`config.mk`:
```
export PLATFORM = sky130hd
export DESIGN_NAME = mem_stage_pipe
export DESIGN_NICKNAME = d
export VERILOG_FILES = /design/src/rtl/mem_stage_pkg.sv /design/src/rtl/mem_lane_align.sv /design/src/rtl/mem_stage_pipe.sv
export SDC_FILE = /design/constraint.sdc
export NUM_CORES = 1
export LEC_CHECK = 0
export CAP_MARGIN = 20
export CORE_AREA = 3 3 144 146
export CTS_CLUSTER_DIAMETER = 200
export DETAILED_ROUTE_END_ITERATION = 12
export DIE_AREA = 0 0 147 149
export PLACE_DENSITY = 0.73
export SLEW_MARGIN = 15
export SYNTH_ARGS = -nofsm -noshare
export SYNTH_HDL_FRONTEND = slang
export SYNTH_SLANG_ARGS = --single-unit
```
`constraint.sdc`:
```
create_clock -name CLK -period 1.4 [get_ports CLK]
set_input_delay 0.21 -clock CLK [delete_from_list [all_inputs] [get_ports CLK]]
set_output_delay 0.21 -clock CLK [all_outputs]
set_load 0.03 [all_outputs]
```
`src/rtl/mem_stage_pkg.sv`:
```
// Shared types and helpers for the MEM stage: access sizes, writeback select,
// access FSM states and the control half of the stage register.
package mem_stage_pkg;

    typedef enum logic [1:0] {
        SZ_BYTE  = 2'd0,
        SZ_HALF  = 2'd1,
        SZ_WORD  = 2'd2,
        SZ_DWORD = 2'd3
    } size_t;

    typedef enum logic [1:0] {
        WB_ALU  = 2'd0,
        WB_LOAD = 2'd1,
        WB_NPC  = 2'd2,
        WB_RSVD = 2'd3
    } wbsel_t;

    typedef enum logic [1:0] {
        IDLE   = 2'd0,
        ACCESS = 2'd1,
        DONE   = 2'd2
    } fsm_t;

    // Control fields of the instruction held in MEM; wide data fields live
    // beside it in the top so their widths can follow the parameters.
    typedef struct packed {
        logic   valid;
        logic   reg_wr;
        wbsel_t reg_sel;
        logic   d_ren;
        logic   d_wen;
        size_t  size;
        logic   sgn;
        logic   misalign;
    } mem_req_t;

    localparam mem_req_t REQ_NONE = '{
        valid:    1'b0,
        reg_wr:   1'b0,
        reg_sel:  WB_ALU,
        d_ren:    1'b0,
        d_wen:    1'b0,
        size:     SZ_BYTE,
        sgn:      1'b0,
        misalign: 1'b0
    };

    // Number of bytes touched by an access of the given size.
    function automatic logic [3:0] bytes_of(input size_t size);
        case (size)
            SZ_BYTE:  bytes_of = 4'd1;
            SZ_HALF:  bytes_of = 4'd2;
            SZ_WORD:  bytes_of = 4'd4;
            SZ_DWORD: bytes_of = 4'd8;
            default:  bytes_of = 4'd1;
        endcase
    endfunction

endpackage

```
`src/rtl/mem_lane_align.sv`:
```
// Byte-lane steering for the data port: load extraction with zero/sign
// extension, store replication across the word and byte-enable generation.
module mem_lane_align
    import mem_stage_pkg::*;
#(
    parameter int DATA_W = 32
) (
    input  logic [$clog2(DATA_W/8)-1:0] lane,
    input  size_t                       size,
    input  logic                        sgn,
    input  logic [DATA_W-1:0]           ld_raw,
    input  logic [DATA_W-1:0]           st_raw,
    output logic [DATA_W-1:0]           ld_ext,
    output logic [DATA_W-1:0]           st_rep,
    output logic [DATA_W/8-1:0]         byte_en
);

    localparam int NB = DATA_W / 8;

    logic [DATA_W-1:0] shifted_s;
    logic              sign_s;
    logic [3:0]        nbytes_s;
    logic [7:0]        base_mask_s;
    logic [NB-1:0]     mask_s;

    // Move the addressed lane down to byte 0, keep size bytes, fill the rest.
    always_comb begin
        shifted_s = ld_raw >> {lane, 3'b000};
        nbytes_s  = bytes_of(size);
        sign_s    = 1'b0;
        ld_ext    = {DATA_W{1'b0}};
        case (size)
            SZ_BYTE:  sign_s = shifted_s[7];
            SZ_HALF:  sign_s = shifted_s[15];
            SZ_WORD:  sign_s = shifted_s[31];
            SZ_DWORD: sign_s = shifted_s[DATA_W-1];
            default:  sign_s = 1'b0;
        endcase
        for (int i = 0; i < NB; i++) begin
            if (i < int'(nbytes_s)) begin
                ld_ext[i*8 +: 8] = shifted_s[i*8 +: 8];
            end else begin
                ld_ext[i*8 +: 8] = {8{sgn & sign_s}};
            end
        end
    end

    // Replicate the low store bytes into every lane and place the enable mask.
    always_comb begin
        st_rep      = st_raw;
        base_mask_s = 8'h01;
        case (size)
            SZ_BYTE:  st_rep = {NB{st_raw[7:0]}};
            SZ_HALF:  st_rep = {(NB/2){st_raw[15:0]}};
            SZ_WORD:  st_rep = {(NB/4){st_raw[31:0]}};
            default:  st_rep = st_raw;
        endcase
        case (size)
            SZ_BYTE:  base_mask_s = 8'h01;
            SZ_HALF:  base_mask_s = 8'h03;
            SZ_WORD:  base_mask_s = 8'h0F;
            SZ_DWORD: base_mask_s = 8'hFF;
            default:  base_mask_s = 8'h01;
        endcase
        mask_s  = base_mask_s[NB-1:0];
        byte_en = mask_s << lane;
    end

endmodule

```
`src/rtl/mem_stage_pipe.sv`:
```
// MEM/WB stage: holds the instruction in MEM, runs its data access as a
// request/hit handshake (stalling upstream meanwhile) and registers the
// selected writeback value onto the WB-side outputs.
module mem_stage_pipe
    import mem_stage_pkg::*;
#(
    parameter int DATA_W = 32,
    parameter int REG_W  = 5,
    parameter int PC_W   = 32
) (
    input  logic                CLK,
    input  logic                RST,
    input  logic                flush,
    input  logic                stall_in,
    input  logic                in_valid,
    input  logic                in_regWr,
    input  logic [REG_W-1:0]    in_regDst,
    input  logic [1:0]          in_regSel,
    input  logic [PC_W-1:0]     in_nPC,
    input  logic [DATA_W-1:0]   in_ALUOut,
    input  logic                in_dREN,
    input  logic                in_dWEN,
    input  logic [1:0]          in_size,
    input  logic                in_signed,
    input  logic [DATA_W-1:0]   in_store,
    output logic                dmemREN,
    output logic                dmemWEN,
    output logic [DATA_W-1:0]   dmemaddr,
    output logic [DATA_W-1:0]   dmemstore,
    output logic [DATA_W/8-1:0] dmembyteen,
    input  logic [DATA_W-1:0]   dmemload,
    input  logic                dhit,
    output logic                mem_stall,
    output logic                out_valid,
    output logic                out_regWr,
    output logic [REG_W-1:0]    out_regDst,
    output logic [DATA_W-1:0]   out_wdata,
    output logic                out_misalign
);

    localparam int NB     = DATA_W / 8;
    localparam int LANE_W = $clog2(NB);

    mem_req_t          req_r;
    mem_req_t          req_in_s;
    logic [REG_W-1:0]  dst_r;
    logic [PC_W-1:0]   npc_r;
    logic [DATA_W-1:0] addr_r;
    logic [DATA_W-1:0] store_r;
    logic [DATA_W-1:0] ld_r;
    fsm_t              state_r;
    fsm_t              state_nxt_s;

    logic              access_s;
    logic              advance_s;
    logic              mis_s;
    logic              need_s;
    logic [3:0]        in_bytes_s;
    logic [3:0]        low_bits_s;
    logic [DATA_W-1:0] ld_ext_s;
    logic [DATA_W-1:0] st_rep_s;
    logic [DATA_W-1:0] npc_ext_s;
    logic [DATA_W-1:0] wb_data_s;
    logic [NB-1:0]     byte_en_s;

    assign access_s  = (state_r == ACCESS);
    assign advance_s = ~access_s & ~stall_in;
    assign mem_stall = access_s;

    // Request side is decoded purely from registered state; a load+store is a store.
    assign dmemREN    = access_s & req_r.d_ren & ~req_r.d_wen;
    assign dmemWEN    = access_s & req_r.d_wen;
    assign dmemaddr   = {addr_r[DATA_W-1:LANE_W], {LANE_W{1'b0}}};
    assign dmemstore  = st_rep_s;
    assign dmembyteen = (access_s & req_r.d_wen) ? byte_en_s : {NB{1'b0}};

    generate
        if (PC_W >= DATA_W) begin : g_npc_trunc
            assign npc_ext_s = npc_r[DATA_W-1:0];
        end else begin : g_npc_zext
            assign npc_ext_s = {{(DATA_W-PC_W){1'b0}}, npc_r};
        end
    endgenerate

    mem_lane_align #(
        .DATA_W (DATA_W)
    ) u_align (
        .lane    (addr_r[LANE_W-1:0]),
        .size    (req_r.size),
        .sgn     (req_r.sgn),
        .ld_raw  (dmemload),
        .st_raw  (store_r),
        .ld_ext  (ld_ext_s),
        .st_rep  (st_rep_s),
        .byte_en (byte_en_s)
    );

    // Classify the incoming instruction: misalignment and whether it needs the bus.
    always_comb begin
        in_bytes_s = bytes_of(size_t'(in_size));
        low_bits_s = {1'b0, in_ALUOut[2:0]} & (in_bytes_s - 4'd1);
        mis_s      = (in_dREN | in_dWEN) &
                     ((low_bits_s != 4'd0) | ((in_size == 2'd3) & (DATA_W == 32)));
        need_s     = in_valid & (in_dREN | in_dWEN) & ~mis_s;
        req_in_s          = REQ_NONE;
        req_in_s.valid    = in_valid;
        req_in_s.reg_wr   = in_regWr;
        req_in_s.reg_sel  = wbsel_t'(in_regSel);
        req_in_s.d_ren    = in_dREN;
        req_in_s.d_wen    = in_dWEN;
        req_in_s.size     = size_t'(in_size);
        req_in_s.sgn      = in_signed;
        req_in_s.misalign = mis_s;
    end

    // Writeback value for the instruction currently held in MEM.
    always_comb begin
        wb_data_s = addr_r;
        case (req_r.reg_sel)
            WB_LOAD: wb_data_s = ld_r;
            WB_NPC:  wb_data_s = npc_ext_s;
            default: wb_data_s = addr_r;
        endcase
    end

    // Stage register R: capture EX results on advance, invalidate on flush.
    always_ff @(posedge CLK) begin
        if (RST) begin
            req_r   <= REQ_NONE;
            dst_r   <= {REG_W{1'b0}};
            npc_r   <= {PC_W{1'b0}};
            addr_r  <= {DATA_W{1'b0}};
            store_r <= {DATA_W{1'b0}};
        end else if (flush) begin
            req_r   <= REQ_NONE;
        end else if (advance_s) begin
            req_r   <= req_in_s;
            dst_r   <= in_regDst;
            npc_r   <= in_nPC;
            addr_r  <= in_ALUOut;
            store_r <= in_store;
        end
    end

    // WB-side outputs: registered from R when the stage advances.
    always_ff @(posedge CLK) begin
        if (RST || flush) begin
            out_valid    <= 1'b0;
            out_regWr    <= 1'b0;
            out_regDst   <= {REG_W{1'b0}};
            out_wdata    <= {DATA_W{1'b0}};
            out_misalign <= 1'b0;
        end else if (advance_s) begin
            out_valid    <= req_r.valid;
            out_regWr    <= req_r.reg_wr & req_r.valid & ~req_r.misalign;
            out_regDst   <= dst_r;
            out_wdata    <= wb_data_s;
            out_misalign <= req_r.valid & req_r.misalign;
        end
    end

    // Load data latch: captured on the hit that completes an access.
    always_ff @(posedge CLK) begin
        if (RST) begin
            ld_r <= {DATA_W{1'b0}};
        end else if (access_s && dhit && !flush) begin
            ld_r <= ld_ext_s;
        end
    end

    // Access FSM state register.
    always_ff @(posedge CLK) begin
        if (RST) begin
            state_r <= IDLE;
        end else begin
            state_r <= state_nxt_s;
        end
    end

    // Access FSM next state; a flush abandons any outstanding request.
    always_comb begin
        state_nxt_s = state_r;
        if (flush) begin
            state_nxt_s = IDLE;
        end else begin
            case (state_r)
                IDLE: begin
                    if (advance_s && need_s) begin
                        state_nxt_s = ACCESS;
                    end else begin
                        state_nxt_s = IDLE;
                    end
                end
                ACCESS: begin
                    if (dhit) begin
                        state_nxt_s = DONE;
                    end else begin
                        state_nxt_s = ACCESS;
                    end
                end
                DONE: begin
                    if (advance_s) begin
                        state_nxt_s = need_s ? ACCESS : IDLE;
                    end else begin
                        state_nxt_s = DONE;
                    end
                end
                default: state_nxt_s = IDLE;
            endcase
        end
    end

endmodule

```
# Yosys cells after proc, flatten, opt, wreduce, memory -nomap -nowiden
# Cells that the tools add are included.
[op_classes]
add_sub_neg = 1
mul = 0
div_mod_pow = 0
order_cmp = 4
n_eq_ne = 10
n_shift = 2
n_mux = 16
bitwise_logic = 20
n_reduce_logical = 12
[ops]
columns = ["cell", "n"]
rows = [
  ["$pmux W32 S2", 2],
  ["$pmux W4 S4", 3],
  ["$mux W8", 4],
  ["$shr A32 B5 Y32", 1],
  ["$eq A2 B2 Y1 const B", 6],
  ["$and A1 B1 Y1", 11],
  ["$eq A2 B1 Y1 const B", 4],
  ["$lt A1 B4 Y1 const A", 2],
  ["$lt A2 B4 Y1 const A", 2],
  ["$logic_not A2 Y1", 3],
  ["$not A1 Y1", 6],
  ["$pmux W2 S3", 1],
  ["$and A3 B4 Y4", 1],
  ["$mux W2", 2],
  ["$mux W4", 1],
  ["$reduce_bool A4 Y1", 1],
  ["$reduce_or A2 Y1", 2],
  ["$shl A4 B2 Y4", 1],
  ["$sub A4 B1 Y4 const B", 1],
  ["$logic_and A1 B1 Y1", 3],
  ["$pmux W1 S3", 1],
  ["$mux W1", 2],
  ["$or A1 B1 Y1", 2],
  ["$reduce_and A2 Y1", 1],
  ["2 further kinds", 2],
]
[word_totals]
reg_bits = 185
latch_bits = 0
ram_bits = 0
mem_bits_ro = 0
inputBits = 147
out_inout_bits = 111
word_cells = 84
memories = 0

# Logic depth before layout (Yosys ltp)
[logic_depth]
word_depth = 12
depth_mapped = 8
depth_no_buf = 6

# Hierarchy
# A second synthesis with hierarchy kept.
[unflattened]
hier_cells = 1135
hier_area_um2 = 9704.3
[by_module_without_submodules]
columns = ["module", "n_inst", "cells_each", "area_each_um2", "seq_area_each_um2"]
rows = [
  ["mem_stage_pipe", 1, 959, 8506.9, 3703.6],
  ["mem_lane_align", 1, 176, 1197.4, 0.0],
]

# Worst setup path before layout
# Ideal clock, no wire load.
[synth_timing]
path_kind = "register -> output"
start = "reg addr_r[0]"
end = "out dmembyteen[1]"
arrival_time_ns = 1.705
t_required_ns = 1.190
path_slack_ns = -0.515
path_stages_with_launch = 6
n_path_buf = 3
path_cell_list = "dfxtp_1 -> buf_2 -> buf_2 -> clkbuf_1 -> nor3_1 -> nor3_1"
[synth_between]
elab_chain_len = 2
[synth_rtl]
columns = ["item", "line", "source"]
rows = [
  ["start: declaration", "mem_stage_pipe.sv:48", "logic [DATA_W-1:0] addr_r;"],
  ["start signal: assignment", "mem_stage_pipe.sv:132", "addr_r <= {DATA_W{1'b0}};"],
  ["start signal: assignment", "mem_stage_pipe.sv:140", "addr_r <= in_ALUOut;"],
  ["$shl A4 B2 Y4", "mem_lane_align.sv:66", "byte_en = mask_s << lane;"],
  ["$mux W4", "mem_stage_pipe.sv:75", "assign dmembyteen = (access_s & req_r.d_wen) ? byte_en_s : {NB{1'b0}};"],
  ["end: declaration", "mem_stage_pipe.sv:30", "output logic [DATA_W/8-1:0] dmembyteen,"],
]
# No other way between the ends.

# Final worst setup path
[layout_timing]
start = "reg req_r[3] (netlist bit)"
end = "out dmemstore[8]"
[layout_between]
elab_chain_len = 2
elab_cells_between_ends = 3
cone_classes = "eq/ne (1); mux (1); reduce/logical (1)"
[layout_rtl]
columns = ["item", "line", "source"]
rows = [
  ["start: declaration", "mem_stage_pipe.sv:44", "mem_req_t req_r;"],
  ["start signal: assignment", "mem_stage_pipe.sv:137", "req_r <= req_in_s;"],
  ["$eq A2 B1 Y1 / $logic_not A2 Y1 (equally long branches)", "mem_lane_align.sv:52", "case (size)"],
  ["$pmux W32 S2 (*)", "mem_lane_align.sv:52", ""],
  ["end: declaration", "mem_stage_pipe.sv:29", "output logic [DATA_W-1:0] dmemstore,"],
]
# Mark *: on every way between the ends. The rest lies on a longest branch, timed or not.

==> flow_summary.json <==
{
  "clock_sinks": 185,
  "wl_per_cell_um": 21.9,
  "period_share": 1.31,
  "rows": 51,
  "yosysWarnings": 0,
  "gp_congestion": 0.860,
  "yosysUniqueCellTypes": 40,
  "hold_viol": 0,
  "pwr-share-seq": 0.424,
  "drive_gt1_frac": 0.468,
  "p_int_w": 0.00928,
  "syn_area_per_cell_um2": 7.97,
  "p_clk_frac": 0.364,
  "area_growth_pct": 79.9,
  "hold_buffers": 0,
  "grt_usage": 0.294,
  "synth_flop_cell": "dfxtp_1",
  "via_per_inst": 5.59,
  "drc": 0,
  "netlist_instances": 1044,
  "start_kind": "flop",
  "start_util": 0.426,
  "antenna_found_initial": 0,
  "n_antenna_cell": 0,
  "clk_latency_ns": 0.44,
  "finish.instance_area_mm2": 0.0150,
  "p_leak_nw": 5.80,
  "synthArstFlopShare": 0,
  "dp_hpwl_um": 18900,
  "clk_pin_slew_worst_paths_ns": 0.08,
  "final_common_cell": "nand2_1",
  "grt_max_degree": 68,
  "postRouteAntennaNets": 0,
  "worst_clock_skew_ns": 0.0160,
  "firstDrtPassIters": 5,
  "num_io_pins": 258,
  "worst_pin_slew_ns": 0.583,
  "status": "finished with violations",
  "route.vias.total": 9140,
  "die_w_um": 147,
  "dieArea_mm2": 0.0219,
  "die_h_um": 149,
  "yosys_register_bits": 185,
  "grt_pass1_wl_um": 50700,
  "synth_edf_count": 0,
  "cts_buffer_depth": 2,
  "finalSetupViolCount": 214,
  "violations": "negative setup slack",
  "clockRootBuffer": "clkbuf_16",
  "powerDensity_mw_per_mm2": 886,
  "max_cap_violations": 0,
  "postPlaceCellArea_mm2": 0.0115,
  "min_path_type": "in2reg",
  "cts_tree": "built",
  "combPwrFrac": 0.212,
  "cp_max_fo": 5,
  "final_cell_mix": "nand2_1 (184), dfxtp_1 (172), clkdlybuf4s50_1 (145), a21oi_2 (116), nand2_4 (105)",
  "fmax_mhz": 546,
  "power_w": 0.0133,
  "swShare": 0.300,
  "max_slew_margin": 0.611,
  "numCtsBuffers": 17,
  "routed_wirelength_um": 35900,
  "report.final.slew_viol_count": 0,
  "grt_overflow": 0,
  "cp.arrival_ns": 1.62,
  "grt_pass1_vias": 9268,
  "rsz0062_at_grt": "true",
  "num-nets-final": 1506,
  "setup_ws_ns": -0.431,
  "required_ns": 1.19,
  "detail_route.iter0.violations": 510,
  "core_mm2": 0.0195,
  "cts-htree-levels": 4,
  "io_buffers": 255,
  "synth_area_mm2": 0.00832,
  "min_period_ns": 1.83,
  "crit_type": "reg2out",
  "finalSetupTns_ns": -63.33,
  "cp-end-kind": "output pin",
  "switchingPower_w": 0.00398,
  "ir_drop_mv": 0.869,
  "seq_area_frac_synth": 0.445
}
[logic make-up (layout without fill, tap and decap cells)]
family                     Yosys count  after routing  share of synthesized area
and+or+nand+nor                    397            398                      0.189
AOI/OAI and AO/OA                  248            248                      0.174
DFF                                185            185                      0.445
buffers and inverters              129            453                     0.0844
muxes                               81             81                      0.103
adders and majority gates            2              2                    0.00301
other                                1              2                   0.000451
xor gates and xnor gates             1              1                    0.00105
[registers in the layout, summed over array words and instances (netlist names)]
| register | flops |
|---|---|
| out_valid | 1 |
| store_r | 32 |
| ld_r | 32 |
| npc_ext_s | 32 |
| req_r | 10 |
| out_misalign | 1 |
| dst_r | 5 |
| out_regWr | 1 |
| addr_r | 32 |
| state_r | 2 |
| out_regDst | 5 |
| out_wdata | 32 |
[layout make-up]
cell class,instances,area (µm²)
timing repair buffer,416,4620
clock inverter,14,149
sequential,185,3730
clock buffer,18,439
inverter,5,21.3
tap,265,332
fill,1267,4560
multi-input combinational,732,5680
[final timing paths]
path                                            startpoint  slack, ns  depth (start not counted)                         end
worst min register to register  out_regDst[4]$_SDFFE_PP0P_       0.46                          2  out_regDst[4]$_SDFFE_PP0P_
worst min-delay path                         in_ALUOut[15]       0.32                          3     addr_r[15]$_SDFFE_PP0P_
worst max-delay path                 req_r[3]$_SDFFE_PP0P_      -0.43                          5                dmemstore[8]
worst max register to register       state_r[0]$_SDFF_PP0_      -0.41                          9  npc_ext_s[26]$_SDFFE_PP0P_
[per-layer routing]
metal,global-route usage,part of all wire
met4,0.129,0.042
met3,0.0854,0.087
met2,0.520,0.51
met1,0.329,0.36
met5,0,0
[timing repair]
action | 4_1_cts | 5_1_grt
pin swaps | 49 | 48
buffers inserted | 40 | 13
cloned | 30 | 3
gates resized for setup | 505 | 348
setup endpoints to repair | 260 | 272
[cells in the mapped netlist (all sizes together), types with 4 or more instances]
master / count / area share
mux2: 30 / 0.041
nor3: 9 / 0.0054
o211ai: 8 / 0.0072
a211oi: 16 / 0.014
buf: 82 / 0.063
nor2b: 4 / 0.0039
nor2: 64 / 0.029
mux2i: 50 / 0.060
inv: 5 / 0.0023
o22ai: 8 / 0.0060
clkbuf: 42 / 0.019
a22oi: 32 / 0.029
nand2: 310 / 0.14
o2bb2ai: 7 / 0.0074
dfxtp: 185 / 0.45
a21oi: 129 / 0.078
o21ai: 44 / 0.026
[worst max-delay path: stages (launching register included)]
cell	delay, ns
dfxtp_2	0.33
buf_6	0.13
nor2_4	0.11
buf_6	0.15
mux2_4	0.33
buf_12	0.14
[per-stage QoR]
step / utilization / setup WS [ns] / hold WS (ns) / cells
2_1_floorplan: - / -0.0880 / 0.343 / 1045
3_3_place_gp: 0.590 / -0.457 / 0.442 / 1530
3_5_place_dp: 0.590 / -0.502 / 0.448 / 1530
4_1_cts: 0.728 / -0.428 / 0.300 / 1631
5_1_grt: 0.766 / -0.467 / 0.330 / 1635
6_report: 0.766 / -0.431 / 0.316 / 1635
[power groups by stage]
stage                     clock (W)  combinational, W  sequential, W
after floorplan                   0           0.00102        0.00564
after global placement            0           0.00191        0.00565
after detailed placement          0           0.00192        0.00565
after CTS                   0.00485           0.00255        0.00557
after global routing        0.00508           0.00293        0.00563
final                       0.00483           0.00281        0.00562
No activity file was read; power rests on OpenSTA's default activity.
